$ cat config.mk
export PLATFORM = sky130hd
export DESIGN_NAME = i2s_sample_rx
export DESIGN_NICKNAME = d
export VERILOG_FILES = /design/src/rtl/i2s_sample_rx.sv
export SDC_FILE = /design/constraint.sdc
export NUM_CORES = 1
export LEC_CHECK = 0
export ABC_AREA = 1
export BUFFER_PORTS_ARGS = -buffer_cell sky130_fd_sc_hd__buf_4
export CAP_MARGIN = 25
export CORE_MARGIN = 5
export CORE_UTILIZATION = 52
export DETAILED_ROUTE_END_ITERATION = 8
export PLACE_DENSITY = 0.81
export SYNTH_ARGS = -nofsm -noshare
export SYNTH_HDL_FRONTEND = slang
export SYNTH_SLANG_ARGS = --single-unit
$ cat constraint.sdc
create_clock -name CLOCK_50 -period 1.8 [get_ports CLOCK_50]
set_clock_uncertainty 0.15 [all_clocks]
set_input_delay 0.54 -clock CLOCK_50 [delete_from_list [all_inputs] [get_ports CLOCK_50]]
set_output_delay 0.54 -clock CLOCK_50 [all_outputs]
set_load 0.1 [all_outputs]
$ cat src/rtl/i2s_sample_rx.sv
// I2S capture receiver: synchronised BCLK/LRCK/DAT into MSB-aligned stereo pairs.
// Define I2S_RX_TIMEOUT_EN to build in the BCLK-loss watchdog.
module i2s_sample_rx #(
    parameter int DATA_BITS      = 24,
    parameter int TIMEOUT_CYCLES = 4096
) (
    input  logic               CLOCK_50,
    input  logic               reset_n,
    input  logic               AUD_BCLK,
    input  logic               AUD_ADCLRCK,
    input  logic               AUD_ADCDAT,
    output logic signed [31:0] out_L,
    output logic signed [31:0] out_R,
    output logic               tick,
    output logic               locked,
    output logic               frame_err,
    input  logic               clr_err
);
    typedef enum logic [1:0] {SYNC, LEFT, RIGHT} state_t;

    localparam logic [5:0] NBITS = 6'(DATA_BITS);

    // bit 2 = BCLK, bit 1 = LRCK, bit 0 = DAT
    logic [2:0]  sync1;
    logic [2:0]  sync2;
    logic        bclk_prev;
    logic        lr_prev;
    state_t      state;
    state_t      state_nxt;
    logic [5:0]  cnt;
    logic [31:0] sh;
    logic [31:0] left_word;
    logic [31:0] word;
    logic        lr;
    logic        dat;
    logic        rise;
    logic        boundary;
    logic        lost;
    logic        shift_en;
    logic        restart;
    logic        commit_left;
    logic        commit_pair;
    logic        short_word;

    assign lr       = sync2[1];
    assign dat      = sync2[0];
    assign rise     = sync2[2] & ~bclk_prev;
    assign boundary = rise & (lr != lr_prev);

    always_ff @(posedge CLOCK_50 or negedge reset_n) begin
        if (!reset_n) begin
            sync1     <= '0;
            sync2     <= '0;
            bclk_prev <= 1'b0;
            lr_prev   <= 1'b0;
        end else begin
            sync1     <= {AUD_BCLK, AUD_ADCLRCK, AUD_ADCDAT};
            sync2     <= sync1;
            bclk_prev <= sync2[2];
            if (rise)
                lr_prev <= lr;
        end
    end

`ifdef I2S_RX_TIMEOUT_EN
    localparam int WW = $clog2(TIMEOUT_CYCLES + 1);

    logic [WW-1:0] wd;

    assign lost = !rise && (wd == WW'(TIMEOUT_CYCLES - 1));

    always_ff @(posedge CLOCK_50 or negedge reset_n) begin
        if (!reset_n)
            wd <= '0;
        else if (rise || lost)
            wd <= '0;
        else
            wd <= wd + 1'b1;
    end
`else
    // No watchdog: a stalled BCLK never drops the link.
    assign lost = (TIMEOUT_CYCLES < 1);
`endif

    always_ff @(posedge CLOCK_50 or negedge reset_n) begin
        if (!reset_n)
            state <= SYNC;
        else
            state <= state_nxt;
    end

    always_comb begin
        state_nxt   = state;
        shift_en    = 1'b0;
        restart     = 1'b0;
        commit_left = 1'b0;
        commit_pair = 1'b0;
        short_word  = 1'b0;
        if (lost) begin
            state_nxt = SYNC;
            restart   = 1'b1;
        end else if (boundary) begin
            unique case (state)
                SYNC: begin
                    if (!lr) begin
                        state_nxt = LEFT;
                        restart   = 1'b1;
                    end
                end
                LEFT: begin
                    state_nxt = RIGHT;
                    restart   = 1'b1;
                    if (cnt < NBITS) begin
                        commit_left = 1'b1;
                        short_word  = 1'b1;
                    end
                end
                RIGHT: begin
                    state_nxt = LEFT;
                    restart   = 1'b1;
                    if (cnt < NBITS) begin
                        commit_pair = 1'b1;
                        short_word  = 1'b1;
                    end
                end
                default: state_nxt = SYNC;
            endcase
        end else if (rise && state != SYNC && cnt < NBITS) begin
            shift_en = 1'b1;
            if (cnt == NBITS - 6'd1) begin
                commit_left = (state == LEFT);
                commit_pair = (state == RIGHT);
            end
        end
    end

    // Bits land MSB-first from bit 31 down, so partial words are LSB zero-padded.
    always_comb begin
        word = sh;
        if (shift_en)
            word[5'(6'd31 - cnt)] = dat;
    end

    always_ff @(posedge CLOCK_50 or negedge reset_n) begin
        if (!reset_n) begin
            cnt       <= '0;
            sh        <= '0;
            left_word <= '0;
            out_L     <= '0;
            out_R     <= '0;
            tick      <= 1'b0;
            locked    <= 1'b0;
            frame_err <= 1'b0;
        end else begin
            tick <= commit_pair;
            if (restart) begin
                cnt <= '0;
                sh  <= '0;
            end else if (shift_en) begin
                cnt <= cnt + 6'd1;
                sh  <= word;
            end
            if (commit_left)
                left_word <= word;
            if (commit_pair) begin
                out_L  <= left_word;
                out_R  <= word;
                locked <= 1'b1;
            end
            if (lost) begin
                out_L  <= '0;
                out_R  <= '0;
                locked <= 1'b0;
            end
            if (short_word)
                frame_err <= 1'b1;
            else if (clr_err)
                frame_err <= 1'b0;
        end
    end

endmodule

==> metrics <==
DIE HEIGHT=119.4 um; Slew Limit Fails=0; Crit path largest cell delay=0.41 ns; Syn-to-layout area delta=38.53%; share of cells above drive strength 1=0.2681; GR peak layer=met2; Top FF cell, synth=dfrtp_1; Num CTS Buffers=17; synth top area cells=dfrtp_1 59%, nand2_1 17%, nand3_1 5.6%; total net switching power=0.003292 W; Synth Register Bits=147; vias in the first global route=5,304; period utilization=1.063; clock buffer depth=2; Die ar.=0.01425 mm^2; H-Tree Level Count=4; Yosys cell types=25; dominant cell type by area after synthesis=dfrtp_1; DR DRC count=0; placed cell count=947; R2R setup slack=-0.11 ns; Via Count=5,679; drt via density=5.673; Die X=119.4 um; failing checks=setup timing; most used cell, CP=nand2_1; clock network fraction of total power=0.385; core area=0.01186 mm^2; non-filler cells, final=1,001; delay-heaviest family, CP=simple AND/OR/NAND/NOR gates; Post-Synthesis Cells=727; Netlist Area Pre-Place=0.006222 mm^2; setup TNS=-3.240 ns; initial drt markers=600; P_leak=4.621 nW; most frequent cell after synthesis=nand2_1; type of the most critical hold path=input port to flip-flop; CP Capture Type=flip-flop; # setup viols final=89; # Max-Cap Violations=0; Seq pwr share=0.363; switch share=0.3202; design area=0.008620 mm^2; diode count=0; Avg Cell Area, Syn=8.559 um^2; outcome=finished with violations; global-route wire length before repair=25.52 mm; crit-path max FO=5; internal power=0.006991 W; Slew HR=0.7367; EDFF count, synth=0; RSZ-0062 raised after global routing=true; port bufs=72; gr usage total=0.2234; clock-pin slew on the worst setup and hold paths=0.06 ns; fill count=788; sequential cell area fraction in the yosys report=0.5912; clk_lat worst skew=0.43 ns; Ys Warns=0; Initial Util=0.5246; overall routed net length=18.18 mm; largest net degree at the start of global routing=40; clock root cell=clkbuf_16; clk sinks=147; Yosys top cell area share=0.5912; crit path DAT=2.08 ns; Comb power frac=0.252; FMAX=0.5228 GHz; GR Layer Usage met2=0.3642; Slowest-stage cell, CP=dfrtp_1; DP Area=0.007159 mm^2; DP HPWL=9.209 mm; worst path bufs/invs=2; met1 Use GR=0.2868; worst endpoint required time=1.97 ns; WL per Instance=18.16 um; GR Overflow Total=0; Final ANT Viol Nets=0; DRT Pass-1 Iters=5; met3 Track Usage GR=0.05461; VDD IR-drop max=0.001052 V; Mapped Nets=742; Final Hold Viols=0; GP Congestion=0.8910; worst setup path class=flip-flop to flip-flop; power density over the cells=1193 mW/mm^2; # nets final=859; Async S/R FF share, synth=1.000; top cells by count, synth=286 x nand2_1, 147 x dfrtp_1, 70 x nand3_1, 57 x nor2_1, 52 x inv_1; Critical Path, Cell by Cell=inv_1 -> ha_1 -> inv_1 -> o21ai_0 -> nand2_1 -> nand2_1 -> nand2_2 -> nand2_1 -> nand2_1; startpoint class of the critical path=flip-flop; Tmin final=1.913 ns; CTS tree=done; setup ws final=-0.1127 ns; io pins=73; Rows=40; slew at the pin closest to its max-slew limit=0.3949 ns; initial antenna violation count=0
[registers in the layout, indices dropped and copies added, names as in the netlist]
| signal | flops |
|---|---|
| bclk_prev | 1 |
| cnt | 6 |
| frame_err | 1 |
| left_word | 32 |
| locked | 1 |
| lr_prev | 1 |
| out_L | 32 |
| out_R | 32 |
| sh | 32 |
| state | 2 |
| sync1 | 3 |
| sync2 | 3 |
| tick | 1 |
[per-stage QoR]
stage	total power (W)	utilization	setup WS [ns]	hold slack (ns)
4_1_cts	0.009928	0.6813	-0.03464	0.05706
3_3_place_gp	0.005797	0.6036	0.001310	0.1838
2_1_floorplan	0.005152	-	0.008773	0.09441
3_5_place_dp	0.005847	0.6036	-0.05211	0.1847
5_1_grt	0.01064	0.7267	-0.2654	0.05762
6_report	0.01028	0.7267	-0.1127	0.06893
[final cells by class]
type                       count  area [um^2]  area share
sequential                   147         3681      0.4271
multi-input combinational    492         2421      0.2809
timing repair buffer         131         1476      0.1713
clock buffer                  19        442.9     0.05139
clock inverter                10        207.7     0.02410
inverter                      55        206.4     0.02395
tap                          147        183.9     0.02134
[routing by layer]
metal / part of all wire / vias up
met3: 0.081 / 82
met2: 0.49 / 321
li1: - / 2536
met4: 0.043 / 0
met1: 0.38 / 2740
met5: 0 / -
[placed cells by master (no fill, tap or decap), types with 9 or more instances in the layout]
cell and count:
nand2_1 251, inv_1 47, buf_12 12, nand2_4 9, nand4_1 23, dfrtp_1 145
nor2_1 53, o21ai_0 18, buf_4 77, nand3_1 64, nand2_2 26, clkbuf_16 27
buf_6 28
[worst paths after layout]
check	from	cells after the start	to
setup / recovery	cnt[0]	9	left_word[11]
hold / removal	AUD_ADCDAT	1	sync1[0]
min in group asynchronous	reset_n	2	sh[7]
setup reg to reg	cnt[0]	9	left_word[11]
max in group asynchronous	reset_n	3	left_word[26]
hold reg to reg	sync1[2]	0	sync2[2]
[what timing repair did]
item,CTS,global route
buffers inserted,7,3
endpoints found under the setup margin,109,152
endpoints found under the hold margin,33,0
hold buffers,1,0
gates resized for setup,33,84
gates cloned,3,12
pin swaps,4,19
[logic make-up after synthesis]
kind of cell	share of synthesized area
AND/OR/NAND/NOR	0.2988
flip-flops	0.5912
buffers and inverters	0.06033
AO/OA/AOI/OAI	0.03157
adder cells (fa/ha/maj)	0.01810
[power by group through the flow]
stage,Combinational [W],Clock [W],Sequential (W)
after detailed placement,0.00210,0,0.00374
after global routing,0.00275,0.00413,0.00375
after CTS,0.00227,0.00397,0.00369
after floorplan,0.000855,0,0.00430
final,0.00260,0.00396,0.00373
after global placement,0.00206,0,0.00374
No activity file was read; power rests on OpenSTA's default activity.
